`src/rtl/pc_fetch_unit.sv`:
```
// Fetch PC register with branch/jump/jr redirect, one-entry stall-time redirect buffer, fault flag and fetch counter.
// One-cycle latency from next-PC select to PC_Out; stall holds the PC and buffers the newest redirect.
module pc_fetch_unit (
  input  logic        clk,
  input  logic        reset,
  input  logic        stall,
  input  logic [1:0]  npc_op,
  input  logic [31:0] br_base,
  input  logic [15:0] imm16,
  input  logic [25:0] instr_index,
  input  logic [31:0] jr_target,
  output logic [31:0] PC_Out,
  output logic [31:0] pc_plus4,
  output logic        redirect_pending,
  output logic        fetch_fault,
  output logic [31:0] fetch_count
);

  localparam logic [1:0]  NPC_SEQ    = 2'b00;
  localparam logic [1:0]  NPC_BRANCH = 2'b01;
  localparam logic [1:0]  NPC_JUMP   = 2'b10;
  localparam logic [1:0]  NPC_JR     = 2'b11;
  localparam logic [31:0] PC_RESET   = 32'h0000_3000;

  logic [31:0] base_plus4;
  logic [31:0] branch_offset;
  logic [31:0] branch_tgt;
  logic [31:0] jump_tgt;
  logic [31:0] live_tgt;
  logic [31:0] next_pc;
  logic [31:0] pending_tgt;
  logic        live_redirect;
  logic        next_illegal;

  assign base_plus4    = br_base + 32'd4;
  assign branch_offset = {{14{imm16[15]}}, imm16, 2'b00};
  assign branch_tgt    = base_plus4 + branch_offset;
  assign jump_tgt      = {base_plus4[31:28], instr_index, 2'b00};
  assign live_redirect = (npc_op != NPC_SEQ);
  assign pc_plus4      = PC_Out + 32'd4;

  always_comb begin
    live_tgt = pc_plus4;
    case (npc_op)
      NPC_BRANCH: live_tgt = branch_tgt;
      NPC_JUMP:   live_tgt = jump_tgt;
      NPC_JR:     live_tgt = jr_target;
      default:    live_tgt = pc_plus4;
    endcase
  end

  // A live redirect outranks a buffered one; the buffer only replaces the sequential step.
  always_comb begin
    next_pc = pc_plus4;
    if (live_redirect) begin
      next_pc = live_tgt;
    end else if (redirect_pending) begin
      next_pc = pending_tgt;
    end
  end

  // Legal fetch window is word-aligned 0x3000..0x3FFC.
  assign next_illegal = (next_pc[1:0] != 2'b00) || (next_pc[31:12] != 20'h00003);

  always_ff @(posedge clk) begin
    if (reset) begin
      PC_Out           <= PC_RESET;
      pending_tgt      <= 32'd0;
      redirect_pending <= 1'b0;
      fetch_fault      <= 1'b0;
      fetch_count      <= 32'd0;
    end else if (stall) begin
      if (live_redirect) begin
        pending_tgt      <= live_tgt;
        redirect_pending <= 1'b1;
      end
    end else begin
      PC_Out           <= next_pc;
      redirect_pending <= 1'b0;
      fetch_count      <= fetch_count + 32'd1;
      if (next_illegal) begin
        fetch_fault <= 1'b1;
      end
    end
  end

endmodule

```
`config.mk`:
```
export PLATFORM = sky130hd
export DESIGN_NAME = pc_fetch_unit
export DESIGN_NICKNAME = d
export VERILOG_FILES = /design/src/rtl/pc_fetch_unit.sv
export SDC_FILE = /design/constraint.sdc
export NUM_CORES = 1
export LEC_CHECK = 0
export ABC_CLOCK_PERIOD_IN_PS = 9900
export CELL_PAD_IN_SITES_DETAIL_PLACEMENT = 0
export CELL_PAD_IN_SITES_GLOBAL_PLACEMENT = 1
export CORE_ASPECT_RATIO = 0.5
export CORE_MARGIN = 2
export CORE_UTILIZATION = 38
export CTS_CLUSTER_SIZE = 16
export DETAILED_ROUTE_END_ITERATION = 8
export PLACE_DENSITY = 0.83
export SKIP_LAST_GASP = 1
export SLEW_MARGIN = 40
export SYNTH_ARGS = -nofsm -noshare
export SYNTH_HDL_FRONTEND = slang
export SYNTH_SLANG_ARGS = --single-unit
```
`constraint.sdc`:
```
create_clock -name clk -period 9.9 [get_ports clk]
set_input_delay 1.98 -clock clk [delete_from_list [all_inputs] [get_ports clk]]
set_output_delay 1.98 -clock clk [all_outputs]
set_load 0.005 [all_outputs]
```
==> impl_metrics.tcl, run 1 <==
set metrics [dict create \
    num_rows 36 \
    hp-class "register to register" \
    htree_levels 3 \
    cts.path.max_buffers 2 \
    skew_ns 0.00773 \
    ys_seq_area_share_pct 25.3 \
    syn_nets 1199 \
    async_flop_share_pct 0 \
    yosys.area_share.simple_pct 27.2 \
    worst-setup-path-type "primary input to register" \
    overflow 0 \
    p_per_area_mw_per_mm2 112 \
    fin_crit_sh_pct 65.2 \
    required_ns 10.14 \
    synth-adder-area-share_pct 5.42 \
    diodes 0 \
    insertion_delay_ns 0.35 \
    cp_max_fo 8 \
    synth_compound_gate_area_share_pct 21.8 \
    drt_wl_total_um 26300 \
    start_kind "primary input" \
    syn_inst 1055 \
    die_w_um 206 \
    drc 0 \
    worstSetupEndpointType "register" \
    initialDrtViolationCount 617 \
    hold_violations 0 \
    drive_above_1_share_pct 3.84 \
    clock-root-buffer "clkbuf_16" \
    grt_max_degree 94 \
    setup_viol 0 \
    status "finished, final reports clean" \
    synth_ff_type "dfxtp_1" \
    max_freq_mhz 155 \
    synth_edf_count 0 \
    cap_violations 0 \
    synth.cell_area_mm2 0.00776 \
    port_buffers 208 \
    irDropWorstVdd_v 0.0000651 \
    gp_routability_congestion 0.924 \
    cts_buffers 9 \
    holdWs_ns 0.474 \
    holdBufCountCts 0 \
    core_mm2 0.0197 \
    yosys_warnings 0 \
    ctsResizeCount 0 \
    die-area_mm2 0.0216 \
    post_synth_num_cell_types 62 \
    fin_setup_tns_ns 0 \
    wl_per_cell_um 17.7 \
    synth_area_per_cell_um2 7.35 \
    worst_pin_slew_ns 0.753 \
    grt_pass1_vias 7696 \
    synthMuxAreaShare_pct 4.52 \
    vias_per_cell 5.51 \
    io_pins 209 \
    grt_pass1_wl_um 41700 \
    syn_to_final_growth_pct 32.5 \
    clk_pin_slew_ns 0.07 \
    synth_top_family_by_area "simple AND/OR/NAND/NOR gates" \
    period_needed_ns 6.45 \
    rsz0062_at_grt "false" \
    nNetsFinal 1364 \
    p_leak_uw 0.00379 \
    dp_hpwl_um 20500 \
    maxSlewHeadroom_pct 49.8 \
    final-max-slew-violation-count 0 \
    synth_xor_area_share_pct 11.4 \
    track_usage_pct 24.1 \
    die_h_um 105 \
    cts_tree "done" \
    antenna_found_initial 0 \
    start_util_pct 39.3 \
    drtAntennaViolNets 0 \
    vias 8207 \
    drt_pass1_iterations 5 \
    worst_ep_arrival_time_ns 6.69 \
    ys_seq_elements 98 \
    post_cts.repair.setup_buffers 0 \
    cts_sinks 98 \
]
[cell type report]
| class | instances | area (um2) |
|---|---|---|
| well taps | 266 | 333 |
| flip-flops and latches | 98 | 1960 |
| repair buffers | 217 | 2150 |
| fillers | 1962 | 9450 |
| clock inverters | 6 | 51.3 |
| clock buffers | 9 | 225 |
| multi-input cells | 869 | 5460 |
| inverters | 25 | 93.8 |
[cell usage after synthesis (4+ instances only)]
| cell | count | share of area, % |
|---|---|---|
| nor2_1 | 130 | 6.3 |
| nand2_1 | 105 | 5.1 |
| dfxtp_1 | 98 | 25 |
| a21oi_1 | 85 | 5.5 |
| o21ai_0 | 61 | 3.9 |
| xnor2_1 | 54 | 6.1 |
| clkbuf_1 | 51 | 2.5 |
| xor2_1 | 47 | 5.3 |
| nand3_1 | 40 | 2.6 |
| nand4_1 | 35 | 2.8 |
| ha_1 | 32 | 5.2 |
| a211oi_1 | 28 | 2.7 |
| mux2i_1 | 26 | 3.4 |
| o211ai_1 | 26 | 2.5 |
| inv_1 | 25 | 1.2 |
| nor3_1 | 22 | 1.4 |
| nand2b_1 | 21 | 1.7 |
| and3_1 | 18 | 1.5 |
| a22oi_1 | 13 | 1.3 |
| o21a_1 | 12 | 1.2 |
| nor2b_1 | 11 | 0.89 |
| or3_1 | 10 | 0.81 |
| buf_1 | 9 | 0.44 |
| a21o_1 | 8 | 0.77 |
| a31oi_1 | 8 | 0.65 |
| and4_1 | 8 | 0.90 |
| mux2_2 | 8 | 1.2 |
| and2_1 | 5 | 0.40 |
| nand3b_1 | 4 | 0.39 |
[path summary, 6_finish.rpt]
check / startpoint / to / slack (ns) / cells after the start
worst max-delay path: br_base[2] / fetch_fault / 3.45 / 18
worst min-delay path: pending_tgt[2] / pending_tgt[2] / 0.47 / 2
worst max register to register: PC_Out[7] / fetch_fault / 6.66 / 10
worst min register to register: pending_tgt[2] / pending_tgt[2] / 0.47 / 2
[power by group]
part | switching [uW] | internal (uW)
clock | 161 | 172
combinational | 207 | 174
sequential | 22.7 | 416
[worst max-delay path, cell delays in order]
cell and delay (ns):
clkdlybuf4s50_1 0.55, ha_1 0.23, and2_1 0.30, nor2b_1 0.34
and2b_1 0.24, nand2b_1 0.08, xnor2_1 0.21, ha_1 0.38
a21oi_1 0.29, o21a_1 0.25, nand3_1 0.15, nor2_1 0.13
a21oi_1 0.12, a41oi_1 0.33, mux2i_1 0.15, nor3_1 0.49
nand4_1 0.24, o21a_1 0.23
[sequential cells by signal, indices dropped and copies added, names as in the netlist]
register,cells
PC_Out,32
fetch_count,32
pending_tgt,32
fetch_fault,1
redirect_pending,1
[stage by stage]
step / power, uW / cell area [um2] / utilization [%] / setup slack, ns / instances
detailed placement: 822 / 10000 / 50.7 / 3.20 / 1475
global route: 1210 / 10300 / 52.1 / 3.16 / 1490
CTS: 1150 / 10300 / 52.1 / 3.53 / 1490
floorplan: 652 / 7760 / - / 4.60 / 1055
finish: 1150 / 10300 / 52.1 / 3.45 / 1490
global placement: 820 / 10000 / 50.7 / 3.14 / 1475
[cells by family (layout without fill, tap and decap cells)]
group / after synthesis / in the layout
flops: 98 / 98
buf+inv: 88 / 257
fa+ha+maj: 33 / 33
compound gates: 271 / 271
simple gates: 430 / 430
xor+xnor: 101 / 101
mux: 34 / 34
[placed cells by master, fill, tap and decap left out, drive strengths merged, types with 4 or more instances in the layout]
| cell type | Yosys | final |
|---|---|---|
| o21a | 12 | 12 |
| xor2 | 47 | 47 |
| dfxtp | 98 | 98 |
| o211ai | 26 | 26 |
| o21ai | 62 | 62 |
| or3 | 10 | 10 |
| inv | 25 | 27 |
| nand3b | 4 | 4 |
| a22oi | 13 | 13 |
| nand4 | 36 | 36 |
| and2 | 5 | 5 |
| ha | 32 | 32 |
| nand3 | 42 | 42 |
| a211oi | 28 | 28 |
| nor3 | 22 | 22 |
| mux2i | 26 | 26 |
| nand2 | 105 | 105 |
| nor2b | 11 | 11 |
| a31oi | 8 | 8 |
| xnor2 | 54 | 54 |
| and3 | 18 | 18 |
| clkbuf | 51 | 9 |
| buf | 12 | 10 |
| and4 | 8 | 8 |
| a21oi | 86 | 86 |
| clkdlybuf4s50 | 0 | 207 |
| a21o | 8 | 8 |
| nand2b | 21 | 21 |
| mux2 | 8 | 8 |
| nor2 | 130 | 130 |
| nor4 | 5 | 5 |
[layer usage]
layer | routed length (um) | GRT usage [%] | vias to the layer above | part of all wire [%]
met5 | 0 | 0 | - | 0
met4 | 318 | 5.10 | 0 | 1.2
met3 | 1460 | 3.21 | 20 | 5.5
met2 | 11700 | 37.5 | 231 | 45
met1 | 12800 | 35.0 | 3852 | 49
li1 | - | - | 4104 | -
(Power assumes the default switching activity.)
==> run 2: changes to the inputs <==
- ABC_CLOCK_PERIOD_IN_PS: 9900 -> 5800
- CORE_UTILIZATION: 38 -> 32
- PLACE_DENSITY: 0.83 -> 0.74
- clock period: 9.9 -> 5.8 ns (I/O delays scaled with it)
==> run 2 against run 1 <==
Sequential power up 71%. Wire length rose by 5.1%. Hold slack improved by 0.0023 ns. Clock skew increased by 0.0025 ns. Sequential share of layout area is 0.30 points lower. Final cell count increased by 4.2%. First-iteration DRC count fell by 0.65%. Worst setup slack worse by 3.0 ns. Clock power is 79% higher. Flip-flop and latch count did not move. Cell area rose by 1.6%. Critical path depth stayed put. Largest power group unchanged. Highest routed layer unchanged.
==> impl_metrics.tcl, run 2 (same netlist as run 1, synthesis figures left out) <==
set metrics [dict create \
    status "finished, final reports clean" \
    drt_wl_total_um 27600 \
    hold_violations 0 \
    die_h_um 114 \
    fin_crit_sh_pct 92.0 \
    die-area_mm2 0.0256 \
    multiInputGateArea_mm2 0.00547 \
    required_ns 6.06 \
    hp-class "register to register" \
    clk_pin_slew_ns 0.07 \
    worst_pin_slew_ns 0.852 \
    setup_viol 0 \
    grt-busiest-layer "met2" \
    drtAntennaViolNets 0 \
    overflow 0 \
    r2r_slack_ns 2.49 \
    antenna_found_initial 1 \
    seqCellArea_mm2 0.00196 \
    drt_pass1_iterations 5 \
    core_mm2 0.0239 \
    startpoint "br_base[2]" \
    vias 8205 \
    use_met3_pct 3.00 \
    nNetsFinal 1376 \
    layout_commonest_cell "clkdlybuf4s50_1" \
    gp_routability_congestion 0.922 \
    num_rows 40 \
    r2r-start "PC_Out[2]" \
    cp_max_fo 8 \
    io_pins 209 \
    drive_above_1_share_pct 4.93 \
    rsz0062_at_grt "false" \
    wl_per_cell_um 17.8 \
    skew_ns 0.0102 \
    post_cts.repair.setup_buffers 0 \
    most-common-layout-cells "clkdlybuf4s50_1 (206), nor2_1 (129), nand2_1 (105)" \
    irDropWorstVdd_v 0.000152 \
    die_w_um 224 \
    initialDrtViolationCount 613 \
    crit_end "fetch_fault" \
    cts_sinks 98 \
    grt_pass1_vias 7763 \
    cts_tree "done" \
    grt_max_degree 54 \
    drc 0 \
    start_util_pct 32.4 \
    max_freq_mhz 187 \
    track_usage_pct 21.6 \
    holdWs_ns 0.476 \
    start_kind "primary input" \
    nFillCells 2439 \
    worst_r2r_path_depth 11 \
    p_per_area_mw_per_mm2 192 \
    clock-root-buffer "clkbuf_16" \
    grt_pass1_wl_um 43400 \
    grtUsageMet2_pct 34.7 \
    worstSetupEndpointType "register" \
    use_met1_pct 30.8 \
    vias_per_cell 5.28 \
    insertion_delay_ns 0.36 \
    dp_hpwl_um 21800 \
    cts_buffers 9 \
    post_dp_cell_area_mm2 0.0101 \
    p_leak_uw 0.00386 \
    port_buffers 208 \
    worst_ep_arrival_time_ns 5.59 \
    top_regs "PC_Out: 32 flops, fetch_count: 32 flops, pending_tgt: 32 flops" \
    final_cell_area_mm2 0.0104 \
    cap_violations 0 \
    period_needed_ns 5.34 \
    final-max-slew-violation-count 0 \
    syn_to_final_growth_pct 34.6 \
    maxSlewHeadroom_pct 43.0 \
    htree_levels 3 \
    r2r-end "fetch_fault" \
    cts.path.max_buffers 2 \
    fin_setup_tns_ns 0 \
    worst-setup-path-type "primary input to register" \
]
## run 2: cell count changes in the layout (fill, tap and decap cells not counted), sizes merged
| cell | before | now |
|---|---|---|
| buf | 10 | 23 |
| clkbuf | 9 | 10 |
| clkdlybuf4s50 | 207 | 206 |
| clkinv | 1 | 2 |
| clkinvlp | 3 | 2 |
| diode | 0 | 1 |
## run 2: metal layers
metal,vias up,part of all wire (%)
li1,4133,-
met4,0,1.7
met2,219,45
met5,-,0
met3,25,4.9
met1,3828,49
## run 2: stage by stage
step	instances	utilization [%]	setup WS [ns]	power [uW]
floorplan	1055	-	1.32	1110
global placement	1536	42.4	0.0112	1410
detailed placement	1536	42.4	0.0373	1410
CTS	1552	43.6	0.394	2010
global route	1553	43.7	0.113	2110
finish	1553	43.7	0.465	2000
## run 2: how the worst min path moves through the flow
stage | startpoint | end | slack, ns | cells past startpoint
floorplan | pending_tgt[2] | pending_tgt[2] | 0.44 | 2
global placement | pending_tgt[2] | pending_tgt[2] | 0.44 | 2
detailed placement | pending_tgt[2] | pending_tgt[2] | 0.47 | 2
CTS | pending_tgt[2] | pending_tgt[2] | 0.48 | 2
global route | pending_tgt[2] | pending_tgt[2] | 0.51 | 2
finish | pending_tgt[2] | pending_tgt[2] | 0.48 | 2
## run 2: layout make-up
cell class / count / share of cell area (%)
tap: 315 / 3.77
sequential: 98 / 18.8
clock buffer: 10 / 2.29
inverter: 25 / 0.899
multi-input combinational: 869 / 52.3
timing repair buffer: 229 / 21.4
clock inverter: 6 / 0.467
antenna: 1 / 0.0240
## run 2: power by group
part           internal, uW  total (uW)  switching (uW)  leakage [uW]
logic                   303         658             355       0.00292
clock network           308         595             288      0.000137
registers               710         748            38.5      0.000803
total                  1320        2000             681       0.00386
## run 2: repair_timing
item / in CTS / in global routing
endpoints found under the hold margin: 0 / 0
setup endpoints to repair: 0 / 1
gates resized for setup: 0 / 1
hold buffers: 0 / 0
## run 2: worst max-delay path: stages
cell and delay, ns:
clkdlybuf4s50_1 0.54, ha_1 0.23, and2_1 0.17, nor2b_2 0.27, and2b_1 0.23, nand2_1 0.08, xnor2_1 0.14, ha_1 0.40
a21oi_1 0.35, o21a_1 0.26, nand3_1 0.14, nor2_1 0.12, a21oi_1 0.12, a41oi_1 0.30, mux2i_1 0.13, nor3_1 0.51
nand4_1 0.21, o21a_1 0.21
